<file path="src/rtl/irrigation_actuator_ctrl.sv">
// Actuator stage: filters the controller state code, sequences valve/pump/alarm drives
// and counts ALARM entries. Define IRRIG_ERR_LATCH_EN to make ALARM sticky until VZ.
module irrigation_actuator_ctrl #(
  parameter int STABLE     = 4,
  parameter int PUMP_DELAY = 8,
  parameter int BLINK      = 16
) (
  input  logic       clock,
  input  logic       reset,
  input  logic [1:0] state_in,
  output logic       valve_en,
  output logic       pump_en,
  output logic       alarm,
  output logic [1:0] q_state,
  output logic [2:0] seq_state,
  output logic [7:0] err_count
);

  localparam int SW = $clog2(STABLE + 1);
  localparam int DW = $clog2(PUMP_DELAY + 1);
  localparam int BW = $clog2(BLINK + 1);
  localparam logic [SW-1:0] STABLE_C   = SW'(STABLE);
  localparam logic [SW-1:0] STABLE_M1  = SW'(STABLE - 1);
  localparam logic [DW-1:0] DELAY_LOAD = DW'(PUMP_DELAY - 1);
  localparam logic [BW-1:0] BLINK_LAST = BW'(BLINK - 1);

  localparam logic [1:0] C_VZ   = 2'b00;
  localparam logic [1:0] C_EN   = 2'b01;
  localparam logic [1:0] C_REGA = 2'b11;
  localparam logic [1:0] C_ERRO = 2'b10;

  typedef enum logic [2:0] {
    S_IDLE      = 3'b000,
    S_FILL      = 3'b001,
    S_PUMP_WAIT = 3'b010,
    S_IRRIGATE  = 3'b011,
    S_ALARM     = 3'b100
  } seq_t;

  function automatic logic [7:0] sat_inc8(input logic [7:0] v);
    return (v == 8'hFF) ? v : v + 8'd1;
  endfunction

  function automatic seq_t map_code(input logic [1:0] c);
    case (c)
      C_EN:    return S_FILL;
      C_REGA:  return S_PUMP_WAIT;
      C_ERRO:  return S_ALARM;
      default: return S_IDLE;
    endcase
  endfunction

  logic [1:0]    cand;
  logic [SW-1:0] scnt;
  logic [DW-1:0] dcnt, dcnt_d;
  logic [BW-1:0] bcnt, bcnt_d;
  seq_t          st, seq_next;
  logic          valve_d, pump_d, alarm_d;
  logic [7:0]    err_d;

  // Stability filter: reset leaves VZ already qualified
  always_ff @(posedge clock or negedge reset) begin
    if (!reset) begin
      cand    <= C_VZ;
      scnt    <= STABLE_C;
      q_state <= C_VZ;
    end else if (state_in != cand) begin
      cand <= state_in;
      scnt <= SW'(1);
    end else if (scnt != STABLE_C) begin
      scnt <= scnt + SW'(1);
      if (scnt == STABLE_M1) q_state <= cand;
    end
  end

  always_ff @(posedge clock or negedge reset) begin
    if (!reset) st <= S_IDLE;
    else        st <= seq_next;
  end

  always_comb begin
    seq_next = map_code(q_state);
    case (st)
      S_PUMP_WAIT: if (q_state == C_REGA) seq_next = (dcnt == '0) ? S_IRRIGATE : S_PUMP_WAIT;
      S_IRRIGATE:  if (q_state == C_REGA) seq_next = S_IRRIGATE;
      S_ALARM: begin
`ifdef IRRIG_ERR_LATCH_EN
        seq_next = (q_state == C_VZ) ? S_IDLE : S_ALARM;
`else
        seq_next = map_code(q_state);
`endif
      end
      default: ;
    endcase
  end

  // Drives are computed from the next state so they register alongside seq_state
  always_comb begin
    valve_d = (seq_next == S_FILL);
    pump_d  = (seq_next == S_IRRIGATE);
    dcnt_d  = dcnt;
    alarm_d = 1'b0;
    bcnt_d  = '0;
    err_d   = err_count;
    if (seq_next == S_PUMP_WAIT)
      dcnt_d = (st != S_PUMP_WAIT) ? DELAY_LOAD : dcnt - DW'(1);
    if (seq_next == S_ALARM) begin
      if (st != S_ALARM) begin
        alarm_d = 1'b1;
        err_d   = sat_inc8(err_count);
      end else if (bcnt == BLINK_LAST) begin
        alarm_d = ~alarm;
      end else begin
        alarm_d = alarm;
        bcnt_d  = bcnt + BW'(1);
      end
    end
  end

  always_ff @(posedge clock or negedge reset) begin
    if (!reset) begin
      valve_en  <= 1'b0;
      pump_en   <= 1'b0;
      alarm     <= 1'b0;
      dcnt      <= '0;
      bcnt      <= '0;
      err_count <= 8'd0;
    end else begin
      valve_en  <= valve_d;
      pump_en   <= pump_d;
      alarm     <= alarm_d;
      dcnt      <= dcnt_d;
      bcnt      <= bcnt_d;
      err_count <= err_d;
    end
  end

  assign seq_state = st;

endmodule

</file>
<file path="config.mk">
export PLATFORM = sky130hd
export DESIGN_NAME = irrigation_actuator_ctrl
export DESIGN_NICKNAME = d
export VERILOG_FILES = /design/src/rtl/irrigation_actuator_ctrl.sv
export SDC_FILE = /design/constraint.sdc
export NUM_CORES = 1
export LEC_CHECK = 0
export ABC_CLOCK_PERIOD_IN_PS = 2750
export CAP_MARGIN = 5
export CELL_PAD_IN_SITES_DETAIL_PLACEMENT = 0
export CELL_PAD_IN_SITES_GLOBAL_PLACEMENT = 1
export CORE_MARGIN = 5
export CORE_UTILIZATION = 29
export DETAILED_ROUTE_END_ITERATION = 8
export PLACE_DENSITY_LB_ADDON = 0.1
export SLEW_MARGIN = 20
export SYNTH_ARGS = -nofsm -noshare
export SYNTH_HDL_FRONTEND = slang
export SYNTH_SLANG_ARGS = --single-unit
</file>
<file path="constraint.sdc">
create_clock -name clock -period 2.75 [get_ports clock]
set_input_delay 0.275 -clock clock [delete_from_list [all_inputs] [get_ports clock]]
set_output_delay 0.275 -clock clock [all_outputs]
set_load 0.005 [all_outputs]
</file>
==> results.cfg <==
[floorplan]
die_h_um = 79.8
io-pin-count = 20
dieWidth_um = 79.8
start_util_pct = 29.9
die-area_sq_mm = 0.00637
rows = 25
fp.coreArea_sq_mm = 0.00472

[detailed_routing]
drc = 0
drtPass1Iterations = 4
viasPerCell = 4.45
wl_mm = 2.60
wire_per_inst_um = 11.5
detail-route-antenna-nets = 0
dr.first_iter.drc_count = 31
num_vias = 1002

[global_route]
grt_antenna_before_repair = 0
grt_pass1_wl_mm = 4.65
grt_remaining_overflow = 0
globalRouteTotalUtil_pct = 9.39
first_global_vias = 1009
grt_max_degree = 31

[setup_path]
path_class = reg2reg
arrival_ns = 1.76
path_max_fanout = 4
cp.required_ns = 2.90
startpoint_type = flop
worst_setup_path_end_kind = flop

[logic_synthesis]
synth_edf_count = 0
synth_nets = 143
syn-mean-instance-area_sq_um = 10.7
synth_seq_area_share_pct = 53.2
ys_ff_latch = 30
yosys.cell_types.count = 32
async_reset_ff_share_pct = 100
syn_area_sq_mm = 0.00141
ys.flop_type = dfrtp_1
synth_warnings = 0
synthCells = 132

[finish]
syn2layout_area_growth_pct = 25.1
drive_gt1_share_pct = 10.1
layout.nets = 168
instances_no_fill = 225
diodes = 0

[timing]
relSlewSlack_pct = 74.1
post-route-period-util_pct = 58.4
worst_pin_slew_ns = 0.388
fin_worst_skew_ns = 0.00580
fin_crit_ns = 1.61
fmax_mhz = 623
setup_violations = 0
slew_violations = 0
timing.final.ws_setup_ns = 1.14
setup_tns_ns = 0
hold_viol_final = 0
rsz0062_at_grt = false

[run_status]
outcome = finished, final reports clean

[cts]
cts_tree = yes
root_buffer = clkbuf_8
h-tree-depth = 2
clock_latency_ns = 0.27
cts_max_path_buffers = 2
clk_pin_slew_ns = 0.06
cts_resized = 0
cts_hold_buf = 0
postCtsSetupBuffers = 0
cts_buffers = 5
clock_sinks = 30

[worst_hold_path]
hp-class = in2async

[pwr]
leakage_nw = 0.769
p_per_area_mw_per_mm2 = 837
power_w = 0.00148
ir_worst_vdd_v = 0.000325

[place]
place_inst = 217
io_buffers = 19
dp_slack_ns = 1.13
gp_congestion = 0.720
dp_hpwl_mm = 1.91

[run]
drv_cap = 0
[placed cells by master, fill, tap and decap left out, types with 5 or more instances in the layout]
master / Yosys / routed
dfrtp_1: 29 / 29
nand3_1: 8 / 8
clkdlybuf4s50_1: 0 / 19
a21oi_1: 5 / 5
xnor2_1: 9 / 9
nor2_1: 6 / 6
o21ai_0: 6 / 6
nand2_1: 12 / 12
inv_1: 11 / 11
ha_1: 7 / 7
clkbuf_8: 0 / 5
[critical path, stage by stage (launching register included)]
cell and delay, ns:
dfrtp_1 0.34, inv_1 0.07, ha_1 0.19, nor2b_1 0.15, a211oi_2 0.28, nand2_1 0.16
o32a_1 0.31
[Yosys cell counts, drive strengths merged (2+ instances only)]
master / count / area share, %
a21oi: 5 / 1.8
and2: 2 / 0.89
and3: 3 / 1.3
clkbuf: 2 / 0.53
dfrtp: 29 / 51
ha: 7 / 6.2
inv: 11 / 2.9
mux2: 5 / 4.3
nand2: 13 / 3.6
nand2b: 4 / 1.8
nand3: 8 / 2.8
nand4: 3 / 1.3
nor2: 7 / 2.0
nor2b: 3 / 1.3
nor3: 4 / 1.8
nor3b: 2 / 1.4
o21a: 2 / 1.1
o21ai: 6 / 2.1
xnor2: 9 / 5.6
[logic make-up after synthesis]
group	share of synthesized area (%)
simple gates	20.0
flops	53.2
compound gates	6.55
buf+inv	3.45
xor+xnor	5.58
fa+ha+maj	6.20
mux	4.96
[sequential cells by signal, summed over array words and instances, names as in the netlist]
register and cells:
cand 2, scnt 3, valve_en 1, dcnt 4
q_state 2, seq_state 3, alarm 1, pump_en 1
err_count 8, bcnt 5
[routing by layer]
| metal | global-route usage (%) | vias to the layer above | share of wire (%) |
|---|---|---|---|
| li1 | - | 497 | - |
| met1 | 11.1 | 480 | 47 |
| met2 | 15.5 | 19 | 47 |
| met3 | 3.39 | 6 | 5.3 |
| met4 | 3.55 | 0 | 1.3 |
| met5 | 0 | - | 0 |
[power by group]
group / switching [W] / leakage (nW) / internal, W
Combinational: 0.000200 / 0.356 / 0.000276
Sequential: 0.000121 / 0.373 / 0.000550
Clock: 0.000152 / 0.0395 / 0.000179
[final timing paths]
check / start / endpoint / slack (ns) / depth (start not counted)
worst min register to register: bcnt[0]$_DFF_PN0_ / bcnt[0]$_DFF_PN0_ / 0.51 / 1
worst max-delay path: dcnt[0]$_DFFE_PN0N_ / dcnt[1]$_DFFE_PN0N_ / 1.14 / 6
max in group asynchronous: reset / scnt[2]$_DFFE_PN1P_ / 2.03 / 2
min in group clock: state_in[1] / cand[1]$_DFFE_PN0N_ / 0.50 / 1
worst max register to register: dcnt[0]$_DFFE_PN0N_ / dcnt[1]$_DFFE_PN0N_ / 1.14 / 6
worst min-delay path: reset / err_count[2]$_DFFE_PN0P_ / 0.38 / 2
[stage by stage]
stage | area [sq um] | util (%) | hold WS [ns]
2_1_floorplan | 1410 | - | -0.0206
3_3_place_gp | 1690 | 35.7 | 0.497
3_5_place_dp | 1690 | 35.7 | 0.504
4_1_cts | 1770 | 37.4 | 0.404
5_1_grt | 1770 | 37.4 | 0.431
6_report | 1770 | 37.4 | 0.384
[final cells by class]
class                           instances  area (sq um)
Fill cell                             483          2960
Sequential cell                        30           752
Multi-Input combinational cell         89           612
Timing Repair Buffer                   20           198
Tap cell                               67          83.8
Clock buffer                            8          80.1
Inverter                               11          41.3
(Power assumes the default switching activity.)
